File: src/rtl/hann_windower.sv
// Hann windowing stage: streams one analysis window from the ring buffer,
// scales each sample by a Q0.16 ROM coefficient and writes it to the output buffer.
module hann_windower #(
    parameter int RING_ADDR_W = 13,
    parameter int WIN_LOG2    = 12
) (
    input  logic                   clk,
    input  logic                   reset,
    input  logic                   go_in,
    input  logic [1:0]             window_start,
    output logic [RING_ADDR_W-1:0] ring_buf_rd_addr,
    input  logic [15:0]            ring_buf_rd_data,
    output logic [WIN_LOG2-1:0]    coef_addr,
    input  logic [15:0]            coef_data,
    output logic [WIN_LOG2-1:0]    out_buf_addr,
    output logic [15:0]            out_buf_data,
    output logic                   out_buf_wren,
    output logic                   busy,
    output logic                   go_out
);

    typedef enum logic [1:0] {IDLE, RUN, DRAIN, DONE} state_t;

    state_t                 state_q, state_d;
    logic [RING_ADDR_W-1:0] base_q, base_d;
    logic [WIN_LOG2-1:0]    idx_q, idx_d;
    logic [RING_ADDR_W-1:0] ring_addr_q, ring_addr_d;
    logic [WIN_LOG2-1:0]    coef_addr_q, coef_addr_d;
    logic [1:0]             vld_pipe_q, vld_pipe_d;
    logic [WIN_LOG2-1:0]    tag1_q, tag1_d;
    logic [WIN_LOG2-1:0]    out_addr_q, out_addr_d;
    logic [15:0]            out_data_q, out_data_d;
    logic                   wren_q, wren_d;
    logic                   busy_q, busy_d;
    logic                   go_out_q, go_out_d;

    logic signed [31:0]     samp_x, coef_x, prod;

    // Full product fits in 32 bits signed: |-32768 * 65535| < 2^31.
    always_comb begin
        samp_x = 32'($signed(ring_buf_rd_data));
        coef_x = $signed(32'(coef_data));
        prod   = samp_x * coef_x;
    end

    always_comb begin
        state_d     = state_q;
        base_d      = base_q;
        idx_d       = idx_q;
        ring_addr_d = ring_addr_q;
        coef_addr_d = coef_addr_q;
        busy_d      = busy_q;
        go_out_d    = go_out_q;
        // Stage 0 tag is the coefficient address itself; stage 1 carries it on.
        vld_pipe_d  = {vld_pipe_q[0], 1'b0};
        tag1_d      = coef_addr_q;
        wren_d      = vld_pipe_q[1];
        out_addr_d  = out_addr_q;
        out_data_d  = out_data_q;
        if (vld_pipe_q[1]) begin
            out_addr_d = tag1_q;
            out_data_d = 16'(prod >>> 16);
        end

        case (state_q)
            IDLE: begin
                if (go_in) begin
                    base_d   = {window_start, {(RING_ADDR_W-2){1'b0}}};
                    go_out_d = 1'b0;
                    busy_d   = 1'b1;
                    idx_d    = '0;
                    state_d  = RUN;
                end
            end
            RUN: begin
                ring_addr_d   = base_q + RING_ADDR_W'(idx_q);
                coef_addr_d   = idx_q;
                vld_pipe_d[0] = 1'b1;
                idx_d         = idx_q + 1'b1;
                if (idx_q == '1) state_d = DRAIN;
            end
            DRAIN: begin
                // Last sample is in stage 1; it is written on the next edge.
                if (vld_pipe_q[1] && tag1_q == '1) state_d = DONE;
            end
            DONE: begin
                busy_d   = 1'b0;
                go_out_d = 1'b1;
                state_d  = IDLE;
            end
            default: state_d = IDLE;
        endcase
    end

    always_ff @(posedge clk) begin
        if (reset) begin
            state_q     <= IDLE;
            base_q      <= '0;
            idx_q       <= '0;
            ring_addr_q <= '0;
            coef_addr_q <= '0;
            vld_pipe_q  <= '0;
            tag1_q      <= '0;
            out_addr_q  <= '0;
            out_data_q  <= '0;
            wren_q      <= 1'b0;
            busy_q      <= 1'b0;
            go_out_q    <= 1'b0;
        end else begin
            state_q     <= state_d;
            base_q      <= base_d;
            idx_q       <= idx_d;
            ring_addr_q <= ring_addr_d;
            coef_addr_q <= coef_addr_d;
            vld_pipe_q  <= vld_pipe_d;
            tag1_q      <= tag1_d;
            out_addr_q  <= out_addr_d;
            out_data_q  <= out_data_d;
            wren_q      <= wren_d;
            busy_q      <= busy_d;
            go_out_q    <= go_out_d;
        end
    end

    assign ring_buf_rd_addr = ring_addr_q;
    assign coef_addr        = coef_addr_q;
    assign out_buf_addr     = out_addr_q;
    assign out_buf_data     = out_data_q;
    assign out_buf_wren     = wren_q;
    assign busy             = busy_q;
    assign go_out           = go_out_q;

endmodule

File: config.mk
export PLATFORM = sky130hd
export DESIGN_NAME = hann_windower
export DESIGN_NICKNAME = d
export VERILOG_FILES = /design/src/rtl/hann_windower.sv
export SDC_FILE = /design/constraint.sdc
export NUM_CORES = 1
export LEC_CHECK = 0
export BUFFER_PORTS_ARGS = -buffer_cell sky130_fd_sc_hd__buf_4
export CORE_ASPECT_RATIO = 1.2
export CORE_MARGIN = 2
export CORE_UTILIZATION = 30
export DETAILED_ROUTE_END_ITERATION = 16
export HOLD_SLACK_MARGIN = 0.1
export SYNTH_ARGS = -nofsm -noshare
export SYNTH_HDL_FRONTEND = slang
export SYNTH_SLANG_ARGS = --single-unit
File: constraint.sdc
create_clock -name clk -period 17.85 [get_ports clk]
set_clock_uncertainty 0.15 [all_clocks]
set_input_delay 0.8925 -clock clk [delete_from_list [all_inputs] [get_ports clk]]
set_output_delay 0.8925 -clock clk [all_outputs]
set_load 0.05 [all_outputs]
* Word level (Yosys, flattened, before mapping) *
Index checks and enable logic that the tools add are counted.

operators by class
  add/subtract/negate cells = 2
  multiply operators = 1
  equal/unequal tests = 8
  mux-type cells = 11
  reduce and logical (&&, ||, !) cells = 8

operator list
  operator                 count
  $mul A16 B17 Y32         1
  $eq A12 B12 Y1 const B   2
  $pmux W12 S2             1
  $add A13 B12 Y13         1
  $add A12 B1 Y12 const B  1
  $mux W12                 1
  $pmux W2 S4              1
  $mux W2                  3
  $ne A2 B2 Y1 const B     3
  $reduce_and A2 Y1        3
  $eq A2 B2 Y1 const B     2
  $pmux W1 S2              2
  $reduce_bool A2 Y1       2
  $mux W1                  3
  $reduce_and A3 Y1        1
  $eq A2 B1 Y1 const B     1
  $logic_not A2 Y1         1
  $logic_and A1 B1 Y1      1

word-level totals
  register bits = 86
  bits of input ports = 37
  output and inout port bits = 56
  logic and storage cells = 42

* Logic depth before layout (Yosys ltp) *
Gate-level depths: netlist of run 1.

  depth after elaboration = 4
  depth in mapped cells = 22
  gate-level depth less buffers = 20

* Worst setup path after synthesis of run 1 *
No wires, ideal clock.

  kind = in2reg
  start point = input ring_buf_rd_data[7]
  end point = register out_data_q[13], in the netlist out_buf_data[13]
  library setup time = 0.117 ns
  data arrival time = 6.167 ns
  required time = 17.583 ns
  path slack = 11.416 ns
  cell stages on the path = 21
  buffers on the path = 1
  cells stage by stage = clkbuf_1 nand2_1 fa_1 inv_1 fa_1 inv_1 fa_1 inv_1 fa_1 fa_1 inv_1 fa_1 inv_1 ha_1 a21oi_1 o21a_4 o221a_4 o21ai_2 a221o_1 or3_1 a32o_1

between the ends
  cells in the longest elaborated chain, start to end = 1

ends and longest elaborated chain
  item                  RTL line  source
  from (decl)           12        input logic [15:0] ring_buf_rd_data,
  $mul A16 B17 Y32      43        prod = samp_x * coef_x;
  to (signal assigned)  118       out_data_q <= out_data_d;
  to (decl)             32        logic [15:0] out_data_q, out_data_d;

No other way between the ends.
A chain may end at the register's enable or synchronous reset.

* Worst setup path after layout of run 1 *
  start point = input ring_buf_rd_data[15]
  end point = register out_data_q[11], in the netlist out_buf_data[11]

Same word-level chain as after synthesis.

==> impl_metrics.toml, run 1 <==
[yosys]
synth_area_leader_cell = "sky130_fd_sc_hd__fa_1"
synthesis.area_um2 = 11400
ys.warnings.count = 0
postSynthNetCount = 1626
syn-mean-instance-area_um2 = 8.93
synth_top_area_share_pct = 33.9
post_synthesis_cell_count = 1276
synth_seq_cells = 75
synth.lib_cells_used.distinct = 57
synth_enable_flop_cells = 0
synth.yosys.seq_area_share_pct = 13.2
synth_flop_type = "sky130_fd_sc_hd__dfxtp_1"
synth_area_leaders = "sky130_fd_sc_hd__fa_1, sky130_fd_sc_hd__dfxtp_1, sky130_fd_sc_hd__ha_1"
synth_async_sr_flop_share_pct = 0

[global_route]
antenna_violations_before_repair = 0
grtUsageMet3_pct = 2.59
global_route.usage.met2_pct = 27.7
grt-ovfl-total = 0
top_usage_layer = "met2"
largest_net_degree_at_the_start_of_global_routing = 58
grt_pass1_wl_um = 47900
first_global_vias = 9130
gr-usage-all-layers_pct = 15.2
grt.met1_usage_pct = 18.2

[worst_setup_path]
worst-setup-path-type = "in2reg"
cp_data_arrival_time_ns = 6.52
worst_ep_required_time_ns = 17.90
crit_path_max_fanout = 12
critical_path.cell_chain = "buf_4 -> inv_1 -> nor2_1 -> fa_1 -> fa_1 -> fa_1 -> fa_1 -> fa_1 -> inv_1 -> fa_1 -> inv_1 -> ha_1 -> and3_4 -> nand4_1 -> and4b_1 -> or4_4 -> a21oi_1 -> xor2_1 -> o21ai_1"
critPathLaunchType = "input pin"
timing.critical_path.slowest_cell_delay_ns = 0.54
cpMaxStageDelayCell = "sky130_fd_sc_hd__fa_1"
setup.worst_path.end_class = "flop"
timing.critical_path.mode_cell = "sky130_fd_sc_hd__fa_1"

[cells_and_area]
layout.nets = 1670
layout.cells.most_common = "sky130_fd_sc_hd__inv_1"
final_layout_size_suffix_gt1_share_pct = 8.91
area.growth.synth_to_final_pct = 11.7
postLayoutCellArea_um2 = 12700
area_occupied_by_multi_input_gates_um2 = 8700
register_area_um2 = 1500
antenna_cells = 0
most-common-layout-cells = "sky130_fd_sc_hd__inv_1, sky130_fd_sc_hd__fa_1, sky130_fd_sc_hd__nand2_1"
n_fill_cell = 3940

[clock_tree]
clock_latency_ns = 0.33
cts_hold_repair.buffers = 0
cts_tree = "built"
post_cts_buffers = 0
cts_inserted_buffers = 9
h-tree-depth = 3
worst_setup_hold_path_clk_slew_ns = 0.06
cts_buffer_depth = 2
cts_num_sinks = 75
ctsRootBufferMaster = "sky130_fd_sc_hd__clkbuf_16"
cts.repair.resized = 0

[routing]
route.vias.total = 8590
detail-route-antenna-nets = 0
first_pass_iters = 5
wl_per_cell_um = 16.1
routed_wirelength_um = 29000
vias_per_cell = 4.76
drt_iter0_drc = 412
remaining_drc_errors = 0

[timing]
layout_min_cycle_time_ns = 6.47
unrepaired_setup_endpoints_after_global_routing = "false"
achievable-frequency_mhz = 155
final-setup-viol-count = 0
count_of_final_max_slew_check_failures = 0
hold_slack_ns = 0.306
timing.setup.tns_ns = 0
worst-slew-pin-transition_ns = 0.819
final.period_utilization_pct = 36.3
worst_slew_margin_rel_pct = 45.3
hold_viol_final = 0

[floorplanning]
num_io_pins = 93
placementRows = 78
die_width_um = 182
floorplan.die_area_um2 = 39600
fp.dieH_um = 217
core_area_um2 = 37700
initial_core_util_pct = 30.2

[placement]
dp.final_hpwl_um = 23600
dpl-instance-area_um2 = 12400
port_buffers = 92
gp_congestion = 0.877

[job]
maxCapViolCount = 0

[hold_path]
hold_path_class = "reg2reg"

[run_status]
run_status = "completed"
[path summary, 6_finish.rpt]
kind / from / to / slack (ns) / cells after the start
worst min register to register: out_buf_data[7]$_SDFFE_PP0P_ / out_buf_data[7]$_SDFFE_PP0P_ / 0.31 / 2
worst max-delay path: ring_buf_rd_data[15] / out_buf_data[11]$_SDFFE_PP0P_ / 11.38 / 19
worst min-delay path: out_buf_data[7]$_SDFFE_PP0P_ / out_buf_data[7]$_SDFFE_PP0P_ / 0.31 / 2
worst max register to register: state_q[0]$_SDFFE_PP0P_ / idx_q[11]$_SDFFE_PP0P_ / 15.53 / 9
[Yosys cell counts, types with 2 or more instances]
cell type	count
sky130_fd_sc_hd__xor2_1	10
sky130_fd_sc_hd__nor2b_1	14
sky130_fd_sc_hd__a41oi_1	5
sky130_fd_sc_hd__a21o_1	10
sky130_fd_sc_hd__a211oi_1	4
sky130_fd_sc_hd__buf_2	4
sky130_fd_sc_hd__fa_1	193
sky130_fd_sc_hd__nor2_1	71
sky130_fd_sc_hd__a32oi_1	2
sky130_fd_sc_hd__xnor2_1	17
sky130_fd_sc_hd__dfxtp_1	75
sky130_fd_sc_hd__inv_1	242
sky130_fd_sc_hd__nand2b_1	11
sky130_fd_sc_hd__nor3_1	2
sky130_fd_sc_hd__buf_4	11
sky130_fd_sc_hd__mux2i_1	30
sky130_fd_sc_hd__o21ai_1	14
sky130_fd_sc_hd__and2_1	125
sky130_fd_sc_hd__nand3_1	15
sky130_fd_sc_hd__nand4_1	10
sky130_fd_sc_hd__nand2_1	153
sky130_fd_sc_hd__o31ai_1	3
sky130_fd_sc_hd__ha_1	120
sky130_fd_sc_hd__clkbuf_1	44
sky130_fd_sc_hd__a221o_1	2
sky130_fd_sc_hd__or3_1	3
sky130_fd_sc_hd__and3_1	7
sky130_fd_sc_hd__o21ai_0	14
sky130_fd_sc_hd__a21oi_1	31
sky130_fd_sc_hd__o21bai_1	6
sky130_fd_sc_hd__a32o_1	2
[layout make-up]
class | instances | share of cell area, %
timing repair buffer | 94 | 5.55
clock buffer | 11 | 1.91
inverter | 242 | 7.14
sequential | 75 | 11.8
clock inverter | 5 | 0.482
multi-input combinational | 898 | 68.4
tap | 480 | 4.72
[cells by family (layout without fill, tap and decap cells)]
logic type	count (synthesis)	count (layout)	share of synthesized area, %
AO/OA/AOI/OAI	107	107	6.29
buffers and inverters	303	352	10.5
multiplexers	31	31	2.73
flip-flops	75	75	13.2
AND/OR/NAND/NOR	420	420	18.2
XOR/XNOR	27	27	2.08
adder cells (fa/ha/maj)	313	313	47.1
[per-layer routing]
metal / routed length (um) / vias to the layer above
li1: - / 4001
met1: 11600 / 4308
met2: 15100 / 235
met3: 1540 / 46
met4: 733 / 0
met5: 0 / -
[critical path: cells and delay by family]
family                   cells  cell delay [ns]
buffers and inverters        4             0.63
adder cells (fa/ha/maj)      7             3.34
AO/OA/AOI/OAI                2             0.26
AND/OR/NAND/NOR              5             1.22
XOR/XNOR                     1             0.17
[sequential cells by signal, summed over array words and instances, names as in the netlist]
| signal | flops |
|---|---|
| vld_pipe_q | 2 |
| state_q | 2 |
| out_buf_addr | 12 |
| out_buf_wren | 1 |
| go_out | 1 |
| coef_addr | 1 |
| ring_buf_rd_addr | 13 |
| idx_q | 12 |
| base_q | 2 |
| busy | 1 |
| out_buf_data | 16 |
| tag1_q | 12 |
[per-stage QoR]
stage	instances	setup slack, ns	util, %
global route	1805	11.14	33.8
CTS	1805	11.40	33.8
global placement	1789	11.15	33.0
detailed placement	1789	11.06	33.0
finish	1805	11.38	33.8
floorplan	1276	11.42	-
Power of run 1 is left out: the tool's default activity adds up to more than one toggle a clock period on the data nets, which glitch-free logic cannot reach.
==> run 2, diff against run 1 <==
Clock period 17.85 ns to 5.7 ns, I/O delays scaled along.
==> impl_metrics.toml, run 2 (synthesis gave the netlist of run 1 again) <==
[global_route]
largest_net_degree_at_the_start_of_global_routing = 58
antenna_violations_before_repair = 0
grt_pass1_wl_um = 49300
grt-ovfl-total = 0
gr-usage-all-layers_pct = 15.3
first_global_vias = 9694

[routing]
vias_per_cell = 4.57
routed_wirelength_um = 28500
detail-route-antenna-nets = 0
wl_per_cell_um = 14.9
route.vias.total = 8729
remaining_drc_errors = 0
drt_iter0_drc = 262
first_pass_iters = 4

[job]
maxCapViolCount = 0

[worst_setup_path]
cp_data_arrival_time_ns = 5.62
reg2reg_from = "state_q[1]$_SDFFE_PP0P_"
critPathLaunchType = "input pin"
crit_path_max_fanout = 9
timing.critical_path.slowest_cell_delay_ns = 0.56
setup.worst_path.end_class = "flop"
worst_r2r_endpoint = "idx_q[11]$_SDFFE_PP0P_"
timing.critical_path.to = "out_buf_data[13]$_SDFFE_PP0P_"
cpMaxStageDelayCell = "sky130_fd_sc_hd__fa_1"
timing.reg2reg.setup_slack_ns = 2.81
setup.worst_path.start = "ring_buf_rd_data[7]"
worstRegToRegCells = 9
worst_ep_required_time_ns = 5.77
worst-setup-path-type = "in2reg"
critical_path.cell_chain = "buf_8 -> nand2_2 -> fa_1 -> inv_1 -> fa_1 -> inv_2 -> fa_1 -> inv_1 -> fa_1 -> fa_1 -> inv_1 -> fa_1 -> inv_1 -> ha_4 -> a21oi_4 -> o21a_4 -> o221a_4 -> o21ai_2 -> a221o_1 -> or3_1 -> a32o_1"
timing.critical_path.mode_cell = "sky130_fd_sc_hd__fa_1"

[floorplanning]
num_io_pins = 93
floorplan.die_area_um2 = 39600
core_area_um2 = 37700
initial_core_util_pct = 30.2
placementRows = 78
die_width_um = 182
fp.dieH_um = 217

[timing]
achievable-frequency_mhz = 180
final-setup-viol-count = 0
hold_viol_final = 0
final.period_utilization_pct = 97.4
hold_slack_ns = 0.118
worst_slew_margin_rel_pct = 30.6
count_of_final_max_slew_check_failures = 0
worst-slew-pin-transition_ns = 1.04
layout_min_cycle_time_ns = 5.55
unrepaired_setup_endpoints_after_global_routing = "true"

[cells_and_area]
register_area_um2 = 1500
area_occupied_by_multi_input_gates_um2 = 8800
antenna_cells = 0
layout.cells.most_common = "sky130_fd_sc_hd__inv_1"
final_layout_size_suffix_gt1_share_pct = 16.4
n_fill_cell = 3867
layout.nets = 1773
postLayoutCellArea_um2 = 13800
most-common-layout-cells = "sky130_fd_sc_hd__inv_1, sky130_fd_sc_hd__fa_1, sky130_fd_sc_hd__buf_4"
final_cell_count_no_fill = 1908
largest_register_ff_count = 16
final_core_util_pct = 36.5
area.growth.synth_to_final_pct = 20.7

[clock_tree]
clock_latency_ns = 0.33
cts_num_sinks = 75
post_cts_buffers = 0
worst_setup_hold_path_clk_slew_ns = 0.06
cts_inserted_buffers = 9
h-tree-depth = 3
cts_tree = "built"
cts_buffer_depth = 2
ctsRootBufferMaster = "sky130_fd_sc_hd__clkbuf_16"

[placement]
port_buffers = 92
gp_congestion = 0.869
dpl-instance-area_um2 = 13200
dp.final_hpwl_um = 25000
place.detailed.instances = 1889

[hold_path]
hold_path_class = "in2reg"

[run_status]
run_status = "completed"
## run 2: final cells by class
| type | count | area share (%) |
|---|---|---|
| inverter | 242 | 6.60 |
| multi-input combinational | 898 | 64.0 |
| clock buffer | 11 | 1.84 |
| clock inverter | 5 | 0.782 |
| timing repair buffer | 197 | 11.5 |
| tap | 480 | 4.37 |
| sequential | 75 | 10.9 |
## run 2: worst min-delay path by stage
stage	from	endpoint	depth (start not counted)	slack [ns]
detailed placement	vld_pipe_q[0]$_SDFF_PP0_	vld_pipe_q[1]$_SDFF_PP0_	1	0.28
finish	go_in	base_q[12]$_SDFFE_PP0P_	3	0.12
global placement	vld_pipe_q[0]$_SDFF_PP0_	vld_pipe_q[1]$_SDFF_PP0_	1	0.27
CTS	go_in	base_q[12]$_SDFFE_PP0P_	3	0.11
global route	go_in	base_q[12]$_SDFFE_PP0P_	3	0.12
floorplan	vld_pipe_q[0]$_SDFF_PP0_	vld_pipe_q[1]$_SDFF_PP0_	1	0.26
## run 2: per-layer routing
layer | global-route usage, % | share of wire [%]
met4 | 3.92 | 2.1
met1 | 18.0 | 40
met3 | 2.74 | 4.4
met5 | 0 | 0
met2 | 28.7 | 53
## run 2: worst max-delay path, delay by kind of cell
kind / cells / cell delay (ns)
adders and majority gates: 7 / 3.37
AOI/OAI and AO/OA: 6 / 1.15
and+or+nand+nor: 2 / 0.42
buffers and inverters: 6 / 0.39
## run 2: timing repair
item                                   CTS  global route
hold buffers                             3             0
setup endpoints to repair                0             9
gates resized for setup                  0            27
endpoints found under the hold margin    2             0
## run 2: through the flow
stage	setup slack, ns	setup TNS [ns]
CTS	0.113	0
floorplan	0.000367	0
global route	-0.0548	-0.0977
global placement	-0.171	-0.868
finish	0.149	0
detailed placement	-0.214	-1.10
Power of run 2 is left out for the same reason.
==> run 3, diff against run 2 <==
Settings changed: CORE_ASPECT_RATIO 1.2 to not set.
==> impl_metrics.toml, run 3 (synthesis gave the netlist of run 1 again) <==
[worst_setup_path]
timing.critical_path.mode_cell = "sky130_fd_sc_hd__fa_1"
setup.worst_path.end_class = "flop"
timing.critical_path.slowest_cell_delay_ns = 0.55
critPathLaunchType = "input pin"
cpMaxStageDelayCell = "sky130_fd_sc_hd__fa_1"
cpLargestDelayFamily = "adder cells"
worst_ep_required_time_ns = 5.77
timing.critical_path.buf_inv = 5
crit_path_max_fanout = 6
setup.worst_path.start = "coef_data[12]"
critical_path.cell_chain = "buf_4 -> and2_1 -> fa_1 -> inv_1 -> fa_1 -> inv_1 -> fa_1 -> fa_1 -> fa_1 -> inv_1 -> fa_1 -> inv_1 -> ha_2 -> a21oi_4 -> o21a_4 -> o221a_4 -> o21ai_2 -> a221o_1 -> or3_1 -> a32o_1"
worst-setup-path-type = "in2reg"
reg2reg_from = "state_q[1]$_SDFFE_PP0P_"
cp_data_arrival_time_ns = 5.61

[floorplanning]
floorplan.die_area_um2 = 39500
die_width_um = 199
fp.dieH_um = 199
num_io_pins = 93
placementRows = 71
core_area_um2 = 37500
initial_core_util_pct = 30.4

[cells_and_area]
final_layout_size_suffix_gt1_share_pct = 17.1
area.growth.synth_to_final_pct = 20.9
layout.cells.most_common = "sky130_fd_sc_hd__inv_1"
largest_register_ff_count = 16
layout.nets = 1784
most-common-layout-cells = "sky130_fd_sc_hd__inv_1, sky130_fd_sc_hd__buf_4, sky130_fd_sc_hd__fa_1"
antenna_cells = 0
postLayoutCellArea_um2 = 13800

[global_route]
largest_net_degree_at_the_start_of_global_routing = 58
top_usage_layer = "met2"
grt-ovfl-total = 0
gr-usage-all-layers_pct = 15.2
grt.met1_usage_pct = 18.8
grtUsageMet3_pct = 2.27
antenna_violations_before_repair = 0
grt_pass1_wl_um = 48000
global_route.usage.met2_pct = 28.5
first_global_vias = 9406

[clock_tree]
worst_setup_hold_path_clk_slew_ns = 0.07
clock_latency_ns = 0.34
cts_inserted_buffers = 9
h-tree-depth = 3
cts_num_sinks = 75
cts_tree = "built"
ctsRootBufferMaster = "sky130_fd_sc_hd__clkbuf_16"
cts_buffer_depth = 2

[routing]
drt_iter0_drc = 344
detail-route-antenna-nets = 0
route.vias.total = 8793
remaining_drc_errors = 0
vias_per_cell = 4.51
first_pass_iters = 5
wl_per_cell_um = 14.5
routed_wirelength_um = 28300

[placement]
gp_congestion = 0.833
port_buffers = 92
dpl-instance-area_um2 = 13300
dp.final_hpwl_um = 25100

[timing]
count_of_final_max_slew_check_failures = 0
layout_min_cycle_time_ns = 5.54
final.period_utilization_pct = 97.2
worst_slew_margin_rel_pct = 46.9
achievable-frequency_mhz = 181
final-setup-viol-count = 0
hold_viol_final = 0
worst-slew-pin-transition_ns = 0.796
hold_slack_ns = 0.200

[run_status]
run_status = "completed"

[hold_path]
timing.hold.worst.start = "go_in"
hold_path_class = "in2reg"

[job]
maxCapViolCount = 0
==> run 3: final cells by class <==
| type | instances | area (um2) |
|---|---|---|
| Tap cell | 511 | 639 |
| Sequential cell | 75 | 1500 |
| Multi-Input combinational cell | 898 | 8800 |
| Clock inverter | 7 | 81.3 |
| Clock buffer | 9 | 225 |
| Fill cell | 3836 | 23700 |
| Inverter | 242 | 908 |
| Timing Repair Buffer | 208 | 1620 |
==> run 3: metrics by stage <==
| stage | utilization, % | TNS (ns) | cells | setup WS [ns] |
|---|---|---|---|---|
| 2_1_floorplan | - | 0 | 1276 | 0.000367 |
| 6_report | 36.7 | 0 | 1950 | 0.162 |
| 3_5_place_dp | 35.6 | -1.58 | 1929 | -0.236 |
| 3_3_place_gp | 35.6 | -1.35 | 1929 | -0.185 |
| 4_1_cts | 36.5 | 0 | 1949 | 0.103 |
| 5_1_grt | 36.7 | -0.00228 | 1950 | -0.00228 |
==> run 3: routing by layer <==
layer  share of wire [%]  vias up
met5                   0        -
met4                0.99        0
met3                 4.0       22
met2                  52      169
met1                  43     4377
li1                    -     4225
==> run 3: repair_timing <==
item / in CTS / in global routing
setup buffers: 0 / 1
hold endpoints to repair: 2 / 0
hold buffers: 4 / 0
gates resized for setup: 0 / 17
setup endpoints to repair: 0 / 12
==> run 3: worst paths after layout <==
| path | slack, ns | endpoint | cells past startpoint |
|---|---|---|---|
| max | 0.16 | out_buf_data[13]$_SDFFE_PP0P_ | 20 |
| min | 0.20 | base_q[11]$_SDFFE_PP0P_ | 4 |
| min reg2reg | 0.29 | vld_pipe_q[1]$_SDFF_PP0_ | 1 |
| max reg2reg | 3.33 | idx_q[7]$_SDFFE_PP0P_ | 10 |
==> run 3: worst min-delay path, cell delays in order <==
cell and delay, ns:
sky130_fd_sc_hd__buf_4 0.11, sky130_fd_sc_hd__nand2_1 0.11, sky130_fd_sc_hd__nand2_1 0.08, sky130_fd_sc_hd__a21oi_1 0.05
Power of run 3 is left out for the same reason.
